`config.mk`:
```
export PLATFORM = sky130hd
export DESIGN_NAME = lathe_panel_conditioner
export DESIGN_NICKNAME = d
export VERILOG_FILES = /design/src/rtl/lathe_panel_conditioner.sv
export SDC_FILE = /design/constraint.sdc
export NUM_CORES = 1
export LEC_CHECK = 0
export CAP_MARGIN = 20
export CORE_MARGIN = 2
export CORE_UTILIZATION = 40
export CTS_CLUSTER_DIAMETER = 120
export DETAILED_ROUTE_END_ITERATION = 16
export PLACE_DENSITY = 0.55
export SYNTH_ARGS = -nofsm -noshare
export SYNTH_HDL_FRONTEND = slang
export SYNTH_SLANG_ARGS = --single-unit
```
`constraint.sdc`:
```
create_clock -name clk -period 1.8 [get_ports clk]
set_input_delay 0.36 -clock clk [delete_from_list [all_inputs] [get_ports clk]]
set_output_delay 0.36 -clock clk [all_outputs]
set_load 0.01 [all_outputs]
```
`src/rtl/lathe_panel_conditioner.sv`:
```
// Operator-panel front end for the lathe PLC core.
// Raw START/STOP/AUTO/MAN/E-STOP contacts are synchronised and debounced per
// channel, the selector is decoded with MAN priority, and a small ESTOP/IDLE/RUN
// FSM produces the run qualifier. Every output comes straight from a flop.

module lathe_panel_debounce #(
    parameter int   DEBOUNCE_CYCLES = 16,
    parameter int   CNT_W           = 16,
    parameter logic RST_VAL         = 1'b0
) (
    input  logic clk,
    input  logic rst_n,
    input  logic raw,
    output logic stable_q_o,
    output logic stable_d_o
);
    localparam logic [CNT_W-1:0] CNT_LAST = CNT_W'(DEBOUNCE_CYCLES - 1);

    logic             sync_meta_q;
    logic             sync_q;
    logic             stable_q, stable_d;
    logic [CNT_W-1:0] cnt_q, cnt_d;

    // Two-flop synchroniser, flop straight into flop.
    always_ff @(posedge clk or negedge rst_n) begin
        if (!rst_n) begin
            sync_meta_q <= RST_VAL;
            sync_q      <= RST_VAL;
        end else begin
            sync_meta_q <= raw;
            sync_q      <= sync_meta_q;
        end
    end

    // Count consecutive samples that disagree with the stable level; take the
    // new level on the DEBOUNCE_CYCLES-th one. Any agreeing sample restarts it.
    always_comb begin
        cnt_d    = '0;
        stable_d = stable_q;
        if (sync_q != stable_q) begin
            if (cnt_q == CNT_LAST) begin
                stable_d = sync_q;
            end else begin
                cnt_d = cnt_q + CNT_W'(1);
            end
        end
    end

    // Debounce state registers.
    always_ff @(posedge clk or negedge rst_n) begin
        if (!rst_n) begin
            stable_q <= RST_VAL;
            cnt_q    <= '0;
        end else begin
            stable_q <= stable_d;
            cnt_q    <= cnt_d;
        end
    end

    assign stable_q_o = stable_q;
    assign stable_d_o = stable_d;
endmodule

module lathe_panel_conditioner #(
    parameter int DEBOUNCE_CYCLES = 16,
    parameter int CNT_W           = 16
) (
    input  logic clk,
    input  logic rst_n,
    input  logic start_raw,
    input  logic stop_raw,
    input  logic auto_raw,
    input  logic man_raw,
    input  logic estop_n_raw,
    output logic start_level,
    output logic start_pulse,
    output logic auto_sel,
    output logic man_sel,
    output logic mode_fault,
    output logic estop_latched,
    output logic run_enable
);
    localparam int NUM_CH   = 5;
    localparam int CH_START = 0;
    localparam int CH_STOP  = 1;
    localparam int CH_AUTO  = 2;
    localparam int CH_MAN   = 3;
    localparam int CH_ESTOP = 4;
    // Inactive level per channel: E-STOP loop is active-low, the rest active-high.
    localparam logic [NUM_CH-1:0] CH_RST = 5'b10000;

    typedef enum logic [1:0] {
        ST_ESTOP = 2'd0,
        ST_IDLE  = 2'd1,
        ST_RUN   = 2'd2
    } state_t;

    logic [NUM_CH-1:0] raw_vec;
    logic [NUM_CH-1:0] db_q;
    logic [NUM_CH-1:0] db_d;

    assign raw_vec = {estop_n_raw, man_raw, auto_raw, stop_raw, start_raw};

    genvar g;
    generate
        for (g = 0; g < NUM_CH; g++) begin : g_chan
            lathe_panel_debounce #(
                .DEBOUNCE_CYCLES (DEBOUNCE_CYCLES),
                .CNT_W           (CNT_W),
                .RST_VAL         (CH_RST[g])
            ) u_db (
                .clk        (clk),
                .rst_n      (rst_n),
                .raw        (raw_vec[g]),
                .stable_q_o (db_q[g]),
                .stable_d_o (db_d[g])
            );
        end
    endgenerate

    // STOP and E-STOP are acted on in the same cycle their debounced level
    // changes, so the FSM reads their next-state value; the registered copies
    // of those two and the next-state copies of AUTO/MAN are not needed.
    logic unused_db;
    assign unused_db = ^{db_q[CH_ESTOP], db_q[CH_STOP], db_d[CH_MAN], db_d[CH_AUTO]};

    logic   estop_n_d, stop_d;
    assign estop_n_d = db_d[CH_ESTOP];
    assign stop_d    = db_d[CH_STOP];

    state_t state_q, state_d;
    logic   cap_auto_q, cap_auto_d;
    logic   cap_man_q, cap_man_d;
    logic   prev_start_q, prev_start_d;
    logic   start_pulse_q, start_pulse_d;
    logic   auto_sel_q, auto_sel_d;
    logic   man_sel_q, man_sel_d;
    logic   mode_fault_q, mode_fault_d;
    logic   start_level_q, start_level_d;
    logic   estop_latched_q, estop_latched_d;
    logic   run_enable_q, run_enable_d;

    // Next state: E-STOP first, STOP acknowledges ESTOP, START enters RUN only
    // with a mode selected and STOP released; RUN drops on STOP or mode change.
    always_comb begin
        state_d    = state_q;
        cap_auto_d = cap_auto_q;
        cap_man_d  = cap_man_q;
        if (!estop_n_d) begin
            state_d = ST_ESTOP;
        end else begin
            case (state_q)
                ST_ESTOP: begin
                    if (stop_d) state_d = ST_IDLE;
                end
                ST_IDLE: begin
                    if (start_pulse_q && (auto_sel_q || man_sel_q) && !stop_d) begin
                        state_d    = ST_RUN;
                        cap_auto_d = auto_sel_q;
                        cap_man_d  = man_sel_q;
                    end
                end
                ST_RUN: begin
                    if (stop_d || !(auto_sel_q || man_sel_q) ||
                        (auto_sel_q != cap_auto_q) || (man_sel_q != cap_man_q)) begin
                        state_d = ST_IDLE;
                    end
                end
                default: state_d = ST_ESTOP;
            endcase
        end
    end

    // Registered outputs: edge detect, MAN-priority decode and state flags.
    always_comb begin
        prev_start_d    = db_q[CH_START];
        start_pulse_d   = db_q[CH_START] & ~prev_start_q;
        man_sel_d       = db_q[CH_MAN];
        auto_sel_d      = db_q[CH_AUTO] & ~db_q[CH_MAN];
        mode_fault_d    = db_q[CH_AUTO] & db_q[CH_MAN];
        start_level_d   = (state_d != ST_ESTOP) & db_d[CH_START];
        estop_latched_d = (state_d == ST_ESTOP);
        run_enable_d    = (state_d == ST_RUN);
    end

    // State and output registers; reset lands in ESTOP with the latch set.
    always_ff @(posedge clk or negedge rst_n) begin
        if (!rst_n) begin
            state_q         <= ST_ESTOP;
            cap_auto_q      <= 1'b0;
            cap_man_q       <= 1'b0;
            prev_start_q    <= 1'b0;
            start_pulse_q   <= 1'b0;
            auto_sel_q      <= 1'b0;
            man_sel_q       <= 1'b0;
            mode_fault_q    <= 1'b0;
            start_level_q   <= 1'b0;
            estop_latched_q <= 1'b1;
            run_enable_q    <= 1'b0;
        end else begin
            state_q         <= state_d;
            cap_auto_q      <= cap_auto_d;
            cap_man_q       <= cap_man_d;
            prev_start_q    <= prev_start_d;
            start_pulse_q   <= start_pulse_d;
            auto_sel_q      <= auto_sel_d;
            man_sel_q       <= man_sel_d;
            mode_fault_q    <= mode_fault_d;
            start_level_q   <= start_level_d;
            estop_latched_q <= estop_latched_d;
            run_enable_q    <= run_enable_d;
        end
    end

    assign start_level   = start_level_q;
    assign start_pulse   = start_pulse_q;
    assign auto_sel      = auto_sel_q;
    assign man_sel       = man_sel_q;
    assign mode_fault    = mode_fault_q;
    assign estop_latched = estop_latched_q;
    assign run_enable    = run_enable_q;
endmodule
```
==> reports/qor.csv, run 1 <==
metric,value,unit
status,"complete, but fails checks",
violations,negative setup slack,
arrival,2.28,ns
synthAdderAreaFrac,1.33,%
cts_tree,built,
syn_area,0.00470,mm2
critPathBufInv,2,
path_class,flip-flop to flip-flop,
synthMuxAreaShare,1.81,%
cp_max_fo,5,
cts-buffers-inserted,9,
fillers,1040,
synth-compound-area-share,1.36,%
fin_skew,0.00823,ns
syn_inst,427,
yosysWarningCount,0,
synth_top_area_share,54.8,%
synth_edf_count,0,
drv_cap,0,
drt-wirelength-per-cell,13.3,um
p_leak,2.67,nW
synth_area_leader_cell,dfrtp_1,
yosysSeqAreaShare,57.1,%
synth_flop_cell,dfrtp_1,
tightest_slew,0.563,ns
antenna_found_initial,0,
synthToLayoutAreaGrowth,22.1,%
hold_class,flip-flop to flip-flop,
layout-drive-gt1-share,17.4,%
synth-xor-area-share,14.0,%
row_count,39,
dp.cells,619,
grt_pass1_vias,3227,
via_per_inst,4.97,
yosysMostFrequentCell,dfrtp_1,
setup_slack,-0.207,ns
synth_top_family_by_area,simple AND/OR/NAND/NOR gates,
nets,502,
rsz0062_at_grt,true,
worst_path_max_delay_cell,dfrtp_1,
gp_congestion,0.801,
max_stage_delay,0.40,ns
setup_violations,5,
cp_cell_sequence,"nor4_2, nand4_1, mux2_4, buf_4, buf_6, or2_4, a21o_1",
synthSimpleGateAreaFrac,23.6,%
synth.distinct_cells,34,
end_kind,flip-flop,
start_kind,flip-flop,
ios,14,
grt_usage,15.1,%
hold_slack,0.352,ns
clock_sinks,107,
drcViolationCount,0,
core_area,0.0114,mm2
syn_nets,439,
clk_latency,0.35,ns
dr.first_iter.drc_count,87,
cp_top_family,simple AND/OR/NAND/NOR gates,
clk_pin_slew_worst_paths,0.07,ns
peakVddDrop,0.667,mV
start_util,41.2,%
drv_slew,0,
io_buffers,13,
grt_max_degree,62,
finalWirelength,8.50,mm
first_pass_iters,4,
async_flop_share,100,%
grt_overflow,0,
cts_buffer_depth,2,
max_freq,498,MHz
p_per_area,808,mW/mm2
synth_area_per_cell,11.0,um2
num_vias,3174,
slew_headroom,62.4,%
p_total,4.64,mW
cts_htree_levels,3,
period_share,111,%
tns,-0.850,ns
final_cells,638,
ant_nets,0,
dieWidth,112,um
die_h,112,um
cts_root_buf,clkbuf_16,
crit_required,2.08,ns
grt_pass1_wl,15.3,mm
dieArea,0.0126,mm2
ys_top_cells_by_area,"dfrtp_1 55%, xor2_1 9.3%, nor2_1 6.2%",
antenna_cells,0,
final_hold_viol_count,0,
synth_commonest_cells,"103 x dfrtp_1, 77 x nor2_1, 50 x xor2_1",
yosys_register_bits,107,
dp_hpwl,5.88,mm
period_needed,2.01,ns
[kinds of logic after synthesis]
kind of cell / Yosys count
and+or+nand+nor: 211
adders and majority gates: 5
buffers and inverters: 11
muxes: 7
DFF: 107
AOI/OAI and AO/OA: 11
xor gates and xnor gates: 75
[state kept, by name, indices dropped and copies added (netlist names), 2 cells and up]
| register | cells |
|---|---|
| g_chan.u_db.cnt_q | 80 |
| g_chan.u_db.stable_q_o | 5 |
| g_chan.u_db.sync_q | 5 |
| state_q | 2 |
| g_chan.u_db.sync_meta_q | 5 |
[stage by stage]
step | cell area [um2] | setup WS [ns] | utilization, %
after detailed placement | 5350 | -0.219 | 46.9
after global placement | 5350 | -0.165 | 46.9
after CTS | 5690 | -0.224 | 49.8
after global routing | 5740 | -0.319 | 50.2
final | 5740 | -0.207 | 50.2
after floorplan | 4710 | -0.118 | -
[report_power, final]
part           switching (mW)  total (mW)  internal (mW)
clock                   0.887        1.99           1.10
sequential             0.0260        2.47           2.44
combinational           0.103       0.180         0.0769
total                    1.02        4.64           3.62
[cell usage in the layout (no fill, tap or decap), types with 9 or more instances in the layout]
cell	netlist	routed
and3_1	25	24
nand4_1	19	19
dfrtp_1	103	101
and4_1	11	11
xnor2_1	25	25
nand3_1	20	19
nor4_1	14	14
clkbuf_16	0	9
nor2_1	77	77
clkdlybuf4s50_1	0	11
buf_4	0	43
nand2_1	25	24
xor2_1	50	50
[layer usage]
metal | global-route usage, % | part of all wire [%] | vias up
li1 | - | - | 1589
met1 | 20.3 | 49 | 1553
met2 | 23.7 | 47 | 27
met3 | 4.21 | 2.9 | 5
met4 | 5.12 | 1.0 | 0
met5 | 0 | 0 | -
[worst register-to-register path: cells and delay by family, from the launching register on]
kind | cells | cell delay (ns)
buf+inv | 2 | 0.27
mux | 1 | 0.37
simple gates | 3 | 0.75
compound gates | 1 | 0.16
flops | 1 | 0.40
[cell type report]
| type | instances | area, um2 | share of cell area [%] |
|---|---|---|---|
| Timing Repair Buffer | 60 | 527 | 9.18 |
| Multi-Input combinational cell | 309 | 2030 | 35.4 |
| Tap cell | 143 | 179 | 3.12 |
| Sequential cell | 107 | 2690 | 46.8 |
| Clock buffer | 11 | 233 | 4.06 |
| Clock inverter | 5 | 72.6 | 1.26 |
| Inverter | 3 | 11.3 | 0.196 |
[path summary, 6_finish.rpt]
| path | cells after the start | start | slack, ns | to |
|---|---|---|---|---|
| worst max-delay path | 7 | g_chan[1].u_db.cnt_q[6] | -0.21 | estop_latched |
| worst min-delay path | 0 | g_chan[2].u_db.sync_meta_q | 0.35 | g_chan[2].u_db.sync_q |
| max in group asynchronous | 3 | rst_n | 0.91 | g_chan[4].u_db.stable_q_o |
| worst min register to register | 0 | g_chan[2].u_db.sync_meta_q | 0.35 | g_chan[2].u_db.sync_q |
| worst max register to register | 7 | g_chan[1].u_db.cnt_q[6] | -0.21 | estop_latched |
| min in group asynchronous | 3 | rst_n | 0.54 | g_chan[0].u_db.cnt_q[12] |
[what timing repair did]
action,in CTS,in global routing
endpoints found under the hold margin,1,0
resized for setup,6,9
setup endpoints to repair,7,23
hold buffers,1,0
pin swaps,1,9
buffers inserted,0,2
Power figures use the tool's default switching activity.
==> run 2, diff against run 1 <==
--- a/config.mk
+++ b/config.mk
@@ -6,11 +6,14 @@
 export NUM_CORES = 1
 export LEC_CHECK = 0
 export CAP_MARGIN = 20
+export CORE_ASPECT_RATIO = 1.4
 export CORE_MARGIN = 2
 export CORE_UTILIZATION = 40
 export CTS_CLUSTER_DIAMETER = 120
 export DETAILED_ROUTE_END_ITERATION = 16
-export PLACE_DENSITY = 0.55
+export DONT_BUFFER_PORTS = 1
+export PLACE_DENSITY = 0.53
+export SKIP_CTS_REPAIR_TIMING = 1
 export SYNTH_ARGS = -nofsm -noshare
 export SYNTH_HDL_FRONTEND = slang
 export SYNTH_SLANG_ARGS = --single-unit
==> reports/qor.csv, run 2 (synthesis results as in run 1) <==
metric,value,unit
status,"complete, but fails checks",
violations,"negative hold slack, negative setup slack",
finalWirelength,8.31,mm
grt_max_degree,108,
most-common-layout-cells,"103 x dfrtp_1, 77 x nor2_1, 50 x xor2_1",
drcViolationCount,0,
antenna_found_initial,0,
row_count,46,
nets,487,
period_needed,1.99,ns
clock_sinks,107,
busiest_layer,met2,
num_vias,3160,
p_leak,2.62,nW
hold_class,input port to async pin,
cp_max_fo,4,
via_per_inst,5.06,
dieArea,0.0126,mm2
grt_overflow,0,
cts_root_buf,clkbuf_16,
p_per_area,845,mW/mm2
reg2regPathDepth,5,
layout-drive-gt1-share,16.3,%
dp_hpwl,5.50,mm
core_area,0.0114,mm2
start_kind,flip-flop,
dr.first_iter.drc_count,131,
period_share,110,%
antenna_cells,0,
post-place-ws,-0.200,ns
final_util,48.8,%
cts_buffer_depth,2,
dp.cells,605,
ant_nets,0,
largest_reg_flops,80,
drv_slew,0,
regMostFlops,g_chan.u_db.cnt_q,
peakVddDrop,0.536,mV
arrival,2.21,ns
die_h,132,um
grt_usage,14.7,%
crit_required,2.02,ns
drt-wirelength-per-cell,13.3,um
gp_congestion,0.768,
io_buffers,0,
fillers,1071,
drv_cap,0,
use_met1,19.8,%
slew_headroom,78.1,%
end_kind,flip-flop,
tightest_slew,0.328,ns
rsz0062_at_grt,true,
setup_slack,-0.189,ns
fin_skew,0.00961,ns
first_pass_iters,4,
grtUsageMet3,3.09,%
final_common_cell,dfrtp_1,
ios,14,
tns,-0.495,ns
met2_usage,23.7,%
cts_htree_levels,3,
dieWidth,95.6,um
grt_pass1_vias,3291,
hold_slack,-0.289,ns
cts-buffers-inserted,9,
synthToLayoutAreaGrowth,18.2,%
cts_tree,built,
clk_latency,0.34,ns
start_util,41.2,%
max_freq,503,MHz
grt_pass1_wl,14.9,mm
clk_pin_slew_worst_paths,0.07,ns
path_class,flip-flop to flip-flop,
final_cells,624,
setup_violations,4,
final_hold_viol_count,107,
==> run 2: path summary, 6_finish.rpt <==
path,start,end,slack (ns)
worst max-delay path,g_chan[1].u_db.cnt_q[4],cap_man_q,-0.19
worst min-delay path,rst_n,g_chan[1].u_db.cnt_q[3],-0.29
worst max register to register,g_chan[1].u_db.cnt_q[4],cap_man_q,-0.19
worst min register to register,g_chan[0].u_db.sync_meta_q,g_chan[0].u_db.sync_q,0.35
max in group asynchronous,rst_n,g_chan[4].u_db.stable_q_o,1.88
min in group clk,stop_raw,g_chan[1].u_db.sync_meta_q,0.04
==> run 2: critical path, cell delays in order (launching register included) <==
cell and delay, ns:
dfrtp_1 0.38, nor4_1 0.31, nand4_1 0.21, mux2_4 0.38
nor4b_4 0.25, mux2_1 0.34
==> run 2: cell type report <==
class,count,area [um2],area share [%]
Tap cell,144,180,3.24
Multi-Input combinational cell,309,2010,36.2
Timing Repair Buffer,45,353,6.35
Inverter,3,11.3,0.203
Sequential cell,107,2680,48.3
Clock buffer,12,246,4.44
Clock inverter,4,73.8,1.33
==> run 2: per-layer routing <==
metal / share of wire (%) / vias up / routed length, um
li1: - / 1558 / -
met1: 48 / 1573 / 3970
met2: 49 / 22 / 4060
met3: 2.2 / 7 / 179
met4: 1.3 / 0 / 106
met5: 0 / - / 0
==> run 2: power by group <==
group / total [mW] / switching, mW / internal [mW]
clock: 2.11 / 0.849 / 1.26
sequential: 2.47 / 0.0266 / 2.44
combinational: 0.114 / 0.0565 / 0.0575
==> run 2: per-stage QoR <==
step           instance area, um2  power, mW
6_report                     5560       4.70
3_3_place_gp                 5180       2.63
5_1_grt                      5560       4.89
2_1_floorplan                4710       2.58
3_5_place_dp                 5180       2.63
4_1_cts                      5510       4.77
==> run 3, diff against run 2 <==
--- a/config.mk
+++ b/config.mk
@@ -5,13 +5,12 @@
 export SDC_FILE = /design/constraint.sdc
 export NUM_CORES = 1
 export LEC_CHECK = 0
-export CAP_MARGIN = 20
 export CORE_ASPECT_RATIO = 1.4
-export CORE_MARGIN = 2
 export CORE_UTILIZATION = 40
 export CTS_CLUSTER_DIAMETER = 120
 export DETAILED_ROUTE_END_ITERATION = 16
 export DONT_BUFFER_PORTS = 1
+export HOLD_SLACK_MARGIN = 0.05
 export PLACE_DENSITY = 0.53
 export SKIP_CTS_REPAIR_TIMING = 1
 export SYNTH_ARGS = -nofsm -noshare
==> reports/qor.csv, run 3 (synthesis results as in run 1) <==
metric,value,unit
synthToLayoutAreaGrowth,18.8,%
cts-buffers-inserted,9,
clk_latency,0.34,ns
p_total,4.49,mW
drcViolationCount,0,
antenna_found_initial,0,
dieArea,0.0122,mm2
cts_buffer_depth,2,
die_h,130,um
layout-drive-gt1-share,16.9,%
crit_required,2.02,ns
largest_reg_flops,80,
fin_area,0.00558,mm2
via_per_inst,5.04,
clock_sinks,107,
routed.top_layer,met4,
peakVddDrop,0.464,mV
cts_tree,built,
end_kind,flip-flop,
finalWirelength,8.51,mm
grt_pass1_vias,3158,
slew_headroom,69.5,%
r2r-end,cap_auto_q,
final_common_cell,dfrtp_1,
cts_htree_levels,3,
p_leak,2.62,nW
drv_cap,0,
wl_met3,196,um
tns,-0.507,ns
crit_path_start,g_chan[1].u_db.cnt_q[4],
core_area,0.0114,mm2
start_kind,flip-flop,
tightest_slew,0.457,ns
dp_hpwl,5.65,mm
io_buffers,0,
drt-met1-wl,4.01,mm
hold_class,input port to async pin,
nets,492,
start_util,41.2,%
gp_congestion,0.751,
most-common-layout-cells,"103 x dfrtp_1, 77 x nor2_1, 50 x xor2_1",
final_hold_viol_count,107,
num_vias,3171,
reg2reg_slack,-0.17,ns
hold_slack,-0.289,ns
violations,"negative hold slack, negative setup slack",
path_class,flip-flop to flip-flop,
grt_overflow,0,
period_share,109,%
first_pass_iters,4,
setup_violations,5,
max_freq,509,MHz
drv_slew,0,
grt_usage,15.7,%
ios,14,
rsz0062_at_grt,true,
status,"complete, but fails checks",
cts_root_buf,clkbuf_16,
regToRegStartpoint,g_chan[1].u_db.cnt_q[4],
reg2regPathDepth,5,
final_util,49.0,%
period_needed,1.97,ns
regMostFlops,g_chan.u_db.cnt_q,
ant_nets,0,
fin_skew,0.00585,ns
row_count,46,
route.met2.wl,4.16,mm
cp_max_fo,2,
p_per_area,803,mW/mm2
cp-endpoint,cap_auto_q,
grt_pass1_wl,14.9,mm
place_area,0.00516,mm2
setup_slack,-0.166,ns
grt_max_degree,108,
antenna_cells,0,
dieWidth,93.6,um
drt-wirelength-per-cell,13.5,um
clk_pin_slew_worst_paths,0.07,ns
dr.first_iter.drc_count,122,
arrival,2.19,ns
[run 3: critical path: stages (launching register included)]
cell     delay [ns]
dfrtp_1        0.40
nor4_2         0.29
nand4_1        0.19
mux2_4         0.36
nor4b_4        0.26
mux2_1         0.35
[run 3: worst min-delay path by stage]
stage                                   end  cells after the start  startpoint  slack (ns)
floorplan                          auto_sel                      0       rst_n        0.06
global placement    g_chan[1].u_db.cnt_q[6]                      0       rst_n        0.07
detailed placement  g_chan[1].u_db.cnt_q[6]                      0       rst_n        0.07
CTS                 g_chan[4].u_db.cnt_q[8]                      0       rst_n       -0.30
global route        g_chan[1].u_db.cnt_q[6]                      0       rst_n       -0.31
finish              g_chan[1].u_db.cnt_q[6]                      0       rst_n       -0.29
[run 3: through the flow]
step	setup slack (ns)	cells
4_1_cts	-0.244	620
5_1_grt	-0.258	629
3_3_place_gp	-0.158	604
2_1_floorplan	-0.118	427
3_5_place_dp	-0.250	604
6_report	-0.166	629
[run 3: layout make-up]
cell class,instances,area (um2)
inverters,3,11.3
fillers,1055,5810
multi-input cells,309,2030
repair buffers,50,392
clock inverters,3,21.3
flip-flops and latches,107,2680
clock buffers,13,270
well taps,144,180
[run 3: per-layer routing]
layer / vias up / track usage (%)
li1: 1565 / -
met2: 24 / 25.3
met4: 0 / 6.52
met1: 1572 / 20.8
met3: 10 / 3.15
met5: - / 0
[run 3: power breakdown]
group          switching, mW  internal [mW]
clock                  0.845           1.05
sequential            0.0266           2.44
combinational         0.0571         0.0594
total                  0.928           3.56
